File: src/rtl/game_ram_arbiter_if.sv
// Requester handshake and game-table RAM port bundle for game_ram_arbiter.
// The arbiter takes the slave modport; requesters and the RAM sit on the master side.
interface game_ram_arbiter_if #(
  parameter int N_REQ  = 3,
  parameter int ADDR_W = 4,
  parameter int DATA_W = 10
);

  logic [N_REQ-1:0]        req;
  logic [N_REQ-1:0]        we;
  logic [N_REQ-1:0]        lock;
  logic [N_REQ*ADDR_W-1:0] addr;
  logic [N_REQ*DATA_W-1:0] wdata;
  logic [N_REQ-1:0]        gnt;
  logic [N_REQ-1:0]        rvalid;
  logic [DATA_W-1:0]       rdata;
  logic                    ram_en;
  logic                    ram_we;
  logic [ADDR_W-1:0]       ram_addr;
  logic [DATA_W-1:0]       ram_wdata;
  logic [DATA_W-1:0]       ram_rdata;
  logic                    err_addr;

  modport slave (
    input  req, we, lock, addr, wdata, ram_rdata,
    output gnt, rvalid, rdata, ram_en, ram_we, ram_addr, ram_wdata, err_addr
  );

  modport master (
    output req, we, lock, addr, wdata, ram_rdata,
    input  gnt, rvalid, rdata, ram_en, ram_we, ram_addr, ram_wdata, err_addr
  );

endinterface

File: src/rtl/game_ram_arbiter.sv
// Round-robin req/gnt arbiter sharing the single-port game table RAM, with locked bursts.
// Build macro GAME_RAM_PRIO_EN gives requester 0 strict priority when arbitrating.
module game_ram_arbiter #(
  parameter int N_REQ     = 3,
  parameter int ADDR_W    = 4,
  parameter int DATA_W    = 10,
  parameter int ROWS      = 10,
  parameter int MAX_BURST = 10
) (
  input  logic              clk_40M,
  input  logic              rst,
  game_ram_arbiter_if.slave bus_if
);

  localparam int IDX_W = (N_REQ > 1) ? $clog2(N_REQ) : 1;
  localparam int CNT_W = (MAX_BURST > 1) ? $clog2(MAX_BURST) : 1;
  localparam logic [IDX_W-1:0]  LAST_IDX   = IDX_W'(N_REQ - 1);
  localparam logic [CNT_W-1:0]  BURST_LAST = CNT_W'(MAX_BURST - 1);
  localparam logic [ADDR_W:0]   ROWS_LIM   = (ADDR_W + 1)'(ROWS);

  typedef enum logic {
    ST_IDLE = 1'b0,
    ST_OWN  = 1'b1
  } state_e;

  state_e             state_q,     state_d;
  logic [N_REQ-1:0]   gnt_q,       gnt_d;
  logic [IDX_W-1:0]   owner_q,     owner_d;
  logic [IDX_W-1:0]   rr_ptr_q,    rr_ptr_d;
  logic [CNT_W-1:0]   burst_cnt_q, burst_cnt_d;
  logic [N_REQ-1:0]   rvalid_q,    rvalid_d;
  logic               rd_oor_q,    rd_oor_d;
  logic [DATA_W-1:0]  rdata_q,     rdata_d;
  logic               err_q,       err_d;

  logic               sel_req_s;
  logic               sel_we_s;
  logic               sel_lock_s;
  logic [ADDR_W-1:0]  sel_addr_s;
  logic [DATA_W-1:0]  sel_wdata_s;
  logic               in_range_s;
  logic               fire_s;
  logic               win_found_s;
  logic               win_upd_s;
  logic               hit_s;
  logic [IDX_W-1:0]   win_idx_s;
  logic [IDX_W-1:0]   cand_s;

  // Index reached by stepping 'step' places past 'base', wrapping at N_REQ.
  function automatic logic [IDX_W-1:0] next_idx(input logic [IDX_W-1:0] base, input int step);
    next_idx = IDX_W'((int'(base) + step) % N_REQ);
  endfunction

  // Select the current owner's request fields.
  always_comb begin
    sel_req_s   = bus_if.req[owner_q] & gnt_q[owner_q];
    sel_we_s    = bus_if.we[owner_q];
    sel_lock_s  = bus_if.lock[owner_q];
    sel_addr_s  = bus_if.addr[owner_q * ADDR_W +: ADDR_W];
    sel_wdata_s = bus_if.wdata[owner_q * DATA_W +: DATA_W];
    in_range_s  = ({1'b0, sel_addr_s} < ROWS_LIM);
    if (state_q == ST_OWN) begin
      fire_s = sel_req_s;
    end else begin
      fire_s = 1'b0;
    end
  end

  // Pick the next owner: search upward from the slot after the last round-robin winner.
  always_comb begin
    win_found_s = 1'b0;
    win_idx_s   = '0;
    win_upd_s   = 1'b1;
    hit_s       = 1'b0;
    cand_s      = '0;
`ifdef GAME_RAM_PRIO_EN
    if (bus_if.req[0]) begin
      win_found_s = 1'b1;
      win_idx_s   = '0;
      win_upd_s   = 1'b0;
    end else begin
      for (int k = 1; k <= N_REQ; k++) begin
        cand_s      = next_idx(rr_ptr_q, k);
        hit_s       = !win_found_s && (cand_s != '0) && bus_if.req[cand_s];
        win_idx_s   = hit_s ? cand_s : win_idx_s;
        win_found_s = win_found_s | hit_s;
      end
    end
`else
    for (int k = 1; k <= N_REQ; k++) begin
      cand_s      = next_idx(rr_ptr_q, k);
      hit_s       = !win_found_s && bus_if.req[cand_s];
      win_idx_s   = hit_s ? cand_s : win_idx_s;
      win_found_s = win_found_s | hit_s;
    end
`endif
  end

  // Grant FSM: one access per grant unless locked, always returning through IDLE.
  always_comb begin
    state_d     = state_q;
    gnt_d       = gnt_q;
    owner_d     = owner_q;
    rr_ptr_d    = rr_ptr_q;
    burst_cnt_d = burst_cnt_q;
    case (state_q)
      ST_IDLE: begin
        if (win_found_s) begin
          state_d     = ST_OWN;
          gnt_d       = N_REQ'(1) << win_idx_s;
          owner_d     = win_idx_s;
          burst_cnt_d = '0;
          if (win_upd_s) begin
            rr_ptr_d = win_idx_s;
          end else begin
            rr_ptr_d = rr_ptr_q;
          end
        end else begin
          state_d = ST_IDLE;
          gnt_d   = '0;
        end
      end
      ST_OWN: begin
        if (fire_s) begin
          // Out-of-range accesses still count towards the burst.
          if (sel_lock_s && (burst_cnt_q < BURST_LAST)) begin
            burst_cnt_d = burst_cnt_q + CNT_W'(1);
            state_d     = ST_OWN;
          end else begin
            burst_cnt_d = '0;
            gnt_d       = '0;
            state_d     = ST_IDLE;
          end
        end else begin
          burst_cnt_d = '0;
          gnt_d       = '0;
          state_d     = ST_IDLE;
        end
      end
      default: begin
        state_d     = ST_IDLE;
        gnt_d       = '0;
        owner_d     = '0;
        rr_ptr_d    = LAST_IDX;
        burst_cnt_d = '0;
      end
    endcase
  end

  // Read-return tracking and the sticky range error.
  always_comb begin
    rvalid_d = '0;
    rd_oor_d = 1'b0;
    err_d    = err_q;
    if (fire_s) begin
      if (!sel_we_s) begin
        rvalid_d[owner_q] = 1'b1;
        rd_oor_d          = !in_range_s;
      end else begin
        rd_oor_d = 1'b0;
      end
      if (!in_range_s) begin
        err_d = 1'b1;
      end else begin
        err_d = err_q;
      end
    end else begin
      rd_oor_d = 1'b0;
    end
  end

  // RAM strobes are live in the fire cycle so the RAM sees the access at the closing edge.
  always_comb begin
    if (fire_s && in_range_s) begin
      bus_if.ram_en    = 1'b1;
      bus_if.ram_we    = sel_we_s;
      bus_if.ram_addr  = sel_addr_s;
      bus_if.ram_wdata = sel_wdata_s;
    end else begin
      bus_if.ram_en    = 1'b0;
      bus_if.ram_we    = 1'b0;
      bus_if.ram_addr  = '0;
      bus_if.ram_wdata = '0;
    end
  end

  // RAM data passes straight through while rvalid is up, otherwise the last value is held.
  always_comb begin
    if (|rvalid_q) begin
      if (rd_oor_q) begin
        rdata_d = '0;
      end else begin
        rdata_d = bus_if.ram_rdata;
      end
    end else begin
      rdata_d = rdata_q;
    end
  end

  // State and output registers.
  always_ff @(posedge clk_40M or posedge rst) begin
    if (rst) begin
      state_q     <= ST_IDLE;
      gnt_q       <= '0;
      owner_q     <= '0;
      rr_ptr_q    <= LAST_IDX;
      burst_cnt_q <= '0;
      rvalid_q    <= '0;
      rd_oor_q    <= 1'b0;
      rdata_q     <= '0;
      err_q       <= 1'b0;
    end else begin
      state_q     <= state_d;
      gnt_q       <= gnt_d;
      owner_q     <= owner_d;
      rr_ptr_q    <= rr_ptr_d;
      burst_cnt_q <= burst_cnt_d;
      rvalid_q    <= rvalid_d;
      rd_oor_q    <= rd_oor_d;
      rdata_q     <= rdata_d;
      err_q       <= err_d;
    end
  end

  assign bus_if.gnt      = gnt_q;
  assign bus_if.rvalid   = rvalid_q;
  assign bus_if.rdata    = rdata_d;
  assign bus_if.err_addr = err_q;

endmodule

File: src/flat_wrapper.sv
// flat-port wrapper written by rule: the top's interface ports become plain ports
module game_ram_arbiter_flat 
#(
  parameter int N_REQ     = 3,
  parameter int ADDR_W    = 4,
  parameter int DATA_W    = 10,
  parameter int ROWS      = 10,
  parameter int MAX_BURST = 10
)
  (clk_40M, rst, bus_if_req, bus_if_we, bus_if_lock, bus_if_addr, bus_if_wdata, bus_if_ram_rdata, bus_if_gnt, bus_if_rvalid, bus_if_rdata, bus_if_ram_en, bus_if_ram_we, bus_if_ram_addr, bus_if_ram_wdata, bus_if_err_addr);
  game_ram_arbiter_if #(.N_REQ(N_REQ), .ADDR_W(ADDR_W), .DATA_W(DATA_W)) bus_if_i ();
  input  logic clk_40M;
  input  logic rst;
  input wire logic [$bits(bus_if_i.req)-1:0] bus_if_req;
  input wire logic [$bits(bus_if_i.we)-1:0] bus_if_we;
  input wire logic [$bits(bus_if_i.lock)-1:0] bus_if_lock;
  input wire logic [$bits(bus_if_i.addr)-1:0] bus_if_addr;
  input wire logic [$bits(bus_if_i.wdata)-1:0] bus_if_wdata;
  input wire logic [$bits(bus_if_i.ram_rdata)-1:0] bus_if_ram_rdata;
  output wire logic [$bits(bus_if_i.gnt)-1:0] bus_if_gnt;
  output wire logic [$bits(bus_if_i.rvalid)-1:0] bus_if_rvalid;
  output wire logic [$bits(bus_if_i.rdata)-1:0] bus_if_rdata;
  output wire logic [$bits(bus_if_i.ram_en)-1:0] bus_if_ram_en;
  output wire logic [$bits(bus_if_i.ram_we)-1:0] bus_if_ram_we;
  output wire logic [$bits(bus_if_i.ram_addr)-1:0] bus_if_ram_addr;
  output wire logic [$bits(bus_if_i.ram_wdata)-1:0] bus_if_ram_wdata;
  output wire logic [$bits(bus_if_i.err_addr)-1:0] bus_if_err_addr;
  assign bus_if_i.req = bus_if_req;
  assign bus_if_i.we = bus_if_we;
  assign bus_if_i.lock = bus_if_lock;
  assign bus_if_i.addr = bus_if_addr;
  assign bus_if_i.wdata = bus_if_wdata;
  assign bus_if_i.ram_rdata = bus_if_ram_rdata;
  assign bus_if_gnt = bus_if_i.gnt;
  assign bus_if_rvalid = bus_if_i.rvalid;
  assign bus_if_rdata = bus_if_i.rdata;
  assign bus_if_ram_en = bus_if_i.ram_en;
  assign bus_if_ram_we = bus_if_i.ram_we;
  assign bus_if_ram_addr = bus_if_i.ram_addr;
  assign bus_if_ram_wdata = bus_if_i.ram_wdata;
  assign bus_if_err_addr = bus_if_i.err_addr;
  game_ram_arbiter #(.N_REQ(N_REQ), .ADDR_W(ADDR_W), .DATA_W(DATA_W), .ROWS(ROWS), .MAX_BURST(MAX_BURST)) u_core (.clk_40M(clk_40M), .rst(rst), .bus_if(bus_if_i));
endmodule
File: config.mk
export PLATFORM = sky130hd
export DESIGN_NAME = game_ram_arbiter_flat
export DESIGN_NICKNAME = d
export VERILOG_FILES = /design/src/rtl/game_ram_arbiter_if.sv /design/src/rtl/game_ram_arbiter.sv /design/src/flat_wrapper.sv
export SDC_FILE = /design/constraint.sdc
export NUM_CORES = 1
export LEC_CHECK = 0
export ABC_AREA = 1
export CAP_MARGIN = 20
export CORE_AREA = 2 2 99 77
export DETAILED_ROUTE_END_ITERATION = 10
export DIE_AREA = 0 0 101 79
export HOLD_SLACK_MARGIN = 0.05
export PLACE_DENSITY = 0.52
export SETUP_SLACK_MARGIN = 0.15
export SLEW_MARGIN = 30
export SYNTH_ARGS = -nofsm -noshare
export SYNTH_HDL_FRONTEND = slang
export SYNTH_SLANG_ARGS = --single-unit
File: constraint.sdc
create_clock -name clk_40M -period 3 [get_ports clk_40M]
set_input_delay 0.9 -clock clk_40M [delete_from_list [all_inputs] [get_ports clk_40M]]
set_output_delay 0.9 -clock clk_40M [all_outputs]
set_load 0.1 [all_outputs]
==> results of run 1 <==
==> kinds of logic after synthesis <==
| group | Yosys count | share of synthesized area (%) |
|---|---|---|
| simple gates | 132 | 34.0 |
| compound gates | 41 | 15.7 |
| buf+inv | 31 | 7.27 |
| flops | 26 | 38.3 |
| fa+ha+maj | 5 | 3.67 |
| xor+xnor | 2 | 1.03 |
==> worst max-delay path by stage <==
stage                                         startpoint             endpoint  slack, ns  cells past startpoint
after floorplan                           bus_if_addr[6]  bus_if_ram_wdata[2]      -0.08                      8
final                                       bus_if_we[0]        bus_if_ram_we       0.12                      4
after CTS                                 bus_if_addr[1]        bus_if_ram_we       0.12                      9
after detailed placement                  bus_if_addr[6]        bus_if_ram_we      -0.31                      9
after global routing      u_core.rr_ptr_q[0]$_DFFE_PP0P_        bus_if_ram_we       0.02                     11
after global placement                    bus_if_addr[6]  bus_if_ram_wdata[4]      -0.27                      9
==> where the power goes <==
| group | total [mW] | internal (mW) | leakage, nW | switching (mW) |
|---|---|---|---|---|
| registers | 0.552 | 0.480 | 0.319 | 0.0711 |
| logic | 2.85 | 1.00 | 1.21 | 1.85 |
| clock network | 0.229 | 0.117 | 0.0288 | 0.111 |
| total | 3.63 | 1.60 | 1.56 | 2.03 |
==> synth_stat cells (3+ instances only) <==
cell / n / area [µm²]
a21oi_1: 8 / 40.0
a21oi_2: 5 / 43.8
a22oi_1: 11 / 82.6
clkbuf_1: 6 / 22.5
dfrtp_1: 25 / 626
ha_1: 5 / 62.6
inv_1: 19 / 71.3
inv_2: 4 / 15.0
nand2_1: 75 / 282
nand3_1: 28 / 140
nor2_1: 16 / 60.1
nor3_1: 3 / 15.0
o21ai_0: 10 / 50.1
==> cell type report <==
| type | instances | area, µm² | share of cell area (%) |
|---|---|---|---|
| multi-input combinational | 181 | 1210 | 34.3 |
| clock buffer | 4 | 55.1 | 1.56 |
| tap | 87 | 109 | 3.08 |
| timing repair buffer | 123 | 1390 | 39.4 |
| sequential | 26 | 658 | 18.6 |
| inverter | 24 | 104 | 2.94 |
==> state kept, by name, summed over array words and instances, names as in the netlist <==
name,flops
u_core.burst_cnt_q,4
u_core.bus_if.err_addr,1
u_core.bus_if.gnt,3
u_core.bus_if.rvalid,3
u_core.owner_q,1
u_core.rd_oor_q,1
u_core.rdata_q,10
u_core.rr_ptr_q,2
u_core.state_q,1
==> critical path: cells and delay by family <==
family,cells,cell delay [ns]
buf+inv,2,0.60
compound gates,2,0.49
==> per-layer routing <==
| layer | up-vias | wire length, µm | GRT usage [%] |
|---|---|---|---|
| li1 | 1037 | - | - |
| met1 | 919 | 3030 | 22.6 |
| met2 | 56 | 2690 | 25.1 |
| met3 | 2 | 321 | 2.29 |
| met4 | 0 | 28 | 2.43 |
| met5 | - | 0 | 0 |
==> what timing repair did <==
action                     CTS  global route
pin swaps                   12             5
buffers inserted             8             3
resized for setup           53             0
gates cloned                 1             0
setup endpoints to repair   16            16
==> through the flow <==
step	hold WS, ns	std cells	setup slack [ns]
final	0.508	445	0.121
after floorplan	0.486	237	-0.0764
after global placement	0.466	429	-0.270
after CTS	0.514	442	0.119
after detailed placement	0.490	429	-0.313
after global routing	0.546	445	0.0245
==> impl_metrics.yaml, run 1 <==
timing:
  finalSetupViolCount: 0
  timing.final.crit_share_pct: 96.0
  finClkSkew_ns: 0.00432
  rsz0062_at_grt: "true"
  hold_violations: 0
  slew_violations: 0
  slew_headroom_pct: 74.3
  final.setup.tns_ns: 0
  fin_crit_ns: 2.88
  fmax_mhz: 347
  worst_pin_slew_ns: 0.386
setup_path:
  r2r-start: "u_core.rr_ptr_q[0]$_DFFE_PP0P_"
  ff2ff_setup_slack_ns: 0.93
  slowest_stage: "clkdlybuf4s50_1"
  endpoint_kind: "output pin"
  path_max_fanout: 2
  crit_chain: "clkdlybuf4s50_1, a22oi_1, a21oi_4, buf_12"
  startpoint_type: "primary input"
  r2r_cells: 14
  crit_type: "primary input to output pin"
  max_stage_delay_ns: 0.42
  reg2reg_to: "u_core.burst_cnt_q[3]$_DFFE_PP0P_"
  critPathArrivalTime_ns: 1.98
  cp.required_ns: 2.10
layout:
  fin_util_pct: 49.8
  syn_to_final_growth_pct: 107
  layout_common_cells: "56 x nand2_1, 50 x clkdlybuf4s50_1, 32 x buf_4, 27 x nand3_1, 27 x buf_12"
  final_cell_area_um2: 3530
  final_nets: 427
  antenna_cells: 0
  layout_commonest_cell: "nand2_1"
  drive_gt1_share_pct: 36.9
  fillCellCount: 708
yosys:
  synthCells: 237
  synthesis.nets: 305
  yosysWarnings: 0
  synthArstFlopShare_pct: 100
  ys_seq_area_share_pct: 38.3
  synth_cell_type_count: 30
  yosys_most_used_dff: "dfrtp_1"
  syn_area_per_cell_um2: 7.19
  ys_seq_elements: 26
  synthesis.area_um2: 1700
  synth-edff-count: 0
floorplanning:
  num_rows: 27
  io_pins: 96
  start_util_pct: 24.0
  coreArea_um2: 7090
  die_w_um: 101
  fp.dieH_um: 79
  die_area_um2: 7980
place:
  hpwl_um: 4650
  io_buffers: 95
  place_congestion: 0.763
  place_area_um2: 3330
outcome:
  status: "finished, final reports clean"
clocking:
  clkLatencyLatePin_ns: 0.27
  ctsHoldBuffers: 0
  cts_max_level: 1
  cts_buffers: 3
  path_clk_slew_ns: 0.09
  cts_root_buf: "clkbuf_8"
  clock_path_buffers: 2
  cts_tree: "built"
  clkSinkCount: 26
global_route:
  grt_max_degree: 27
  grt_pass1_wl_um: 10000
  grt_pass1_vias: 1973
  track_usage_pct: 15.6
  grt_overflow: 0
  antenna_found_initial: 0
drt:
  drt-initial-drc-count: 69
  avgRoutedWirePerCell_um: 13.6
  ant_nets: 0
  vias_per_cell: 4.53
  vias: 2014
  drt_wl_total_um: 6070
  drc: 0
  drt-pass1-iter-count: 4
worst_hold_path:
  min_path_type: "flip-flop to flip-flop"
  hold_end: "u_core.bus_if.err_addr$_DFFE_PP0P_"
  whs_path_depth: 1
  hp-start: "u_core.bus_if.err_addr$_DFFE_PP0P_"
run:
  max_cap_violations: 0
power_and_ir_drop:
  peakVddDrop_mv: 0.675
  power.total_mw: 3.63
  power_density_nw_per_um2: 1030
  power.leakage_nw: 1.56
Power figures use the tool's default switching activity.
==> run 2, diff against run 1 <==
--- a/config.mk
+++ b/config.mk
@@ -13,7 +13,6 @@
 export HOLD_SLACK_MARGIN = 0.05
 export PLACE_DENSITY = 0.52
 export SETUP_SLACK_MARGIN = 0.15
-export SLEW_MARGIN = 30
 export SYNTH_ARGS = -nofsm -noshare
 export SYNTH_HDL_FRONTEND = slang
 export SYNTH_SLANG_ARGS = --single-unit
==> results of run 2 <==
Final layout, timing and power as in run 1 (identical DEF).
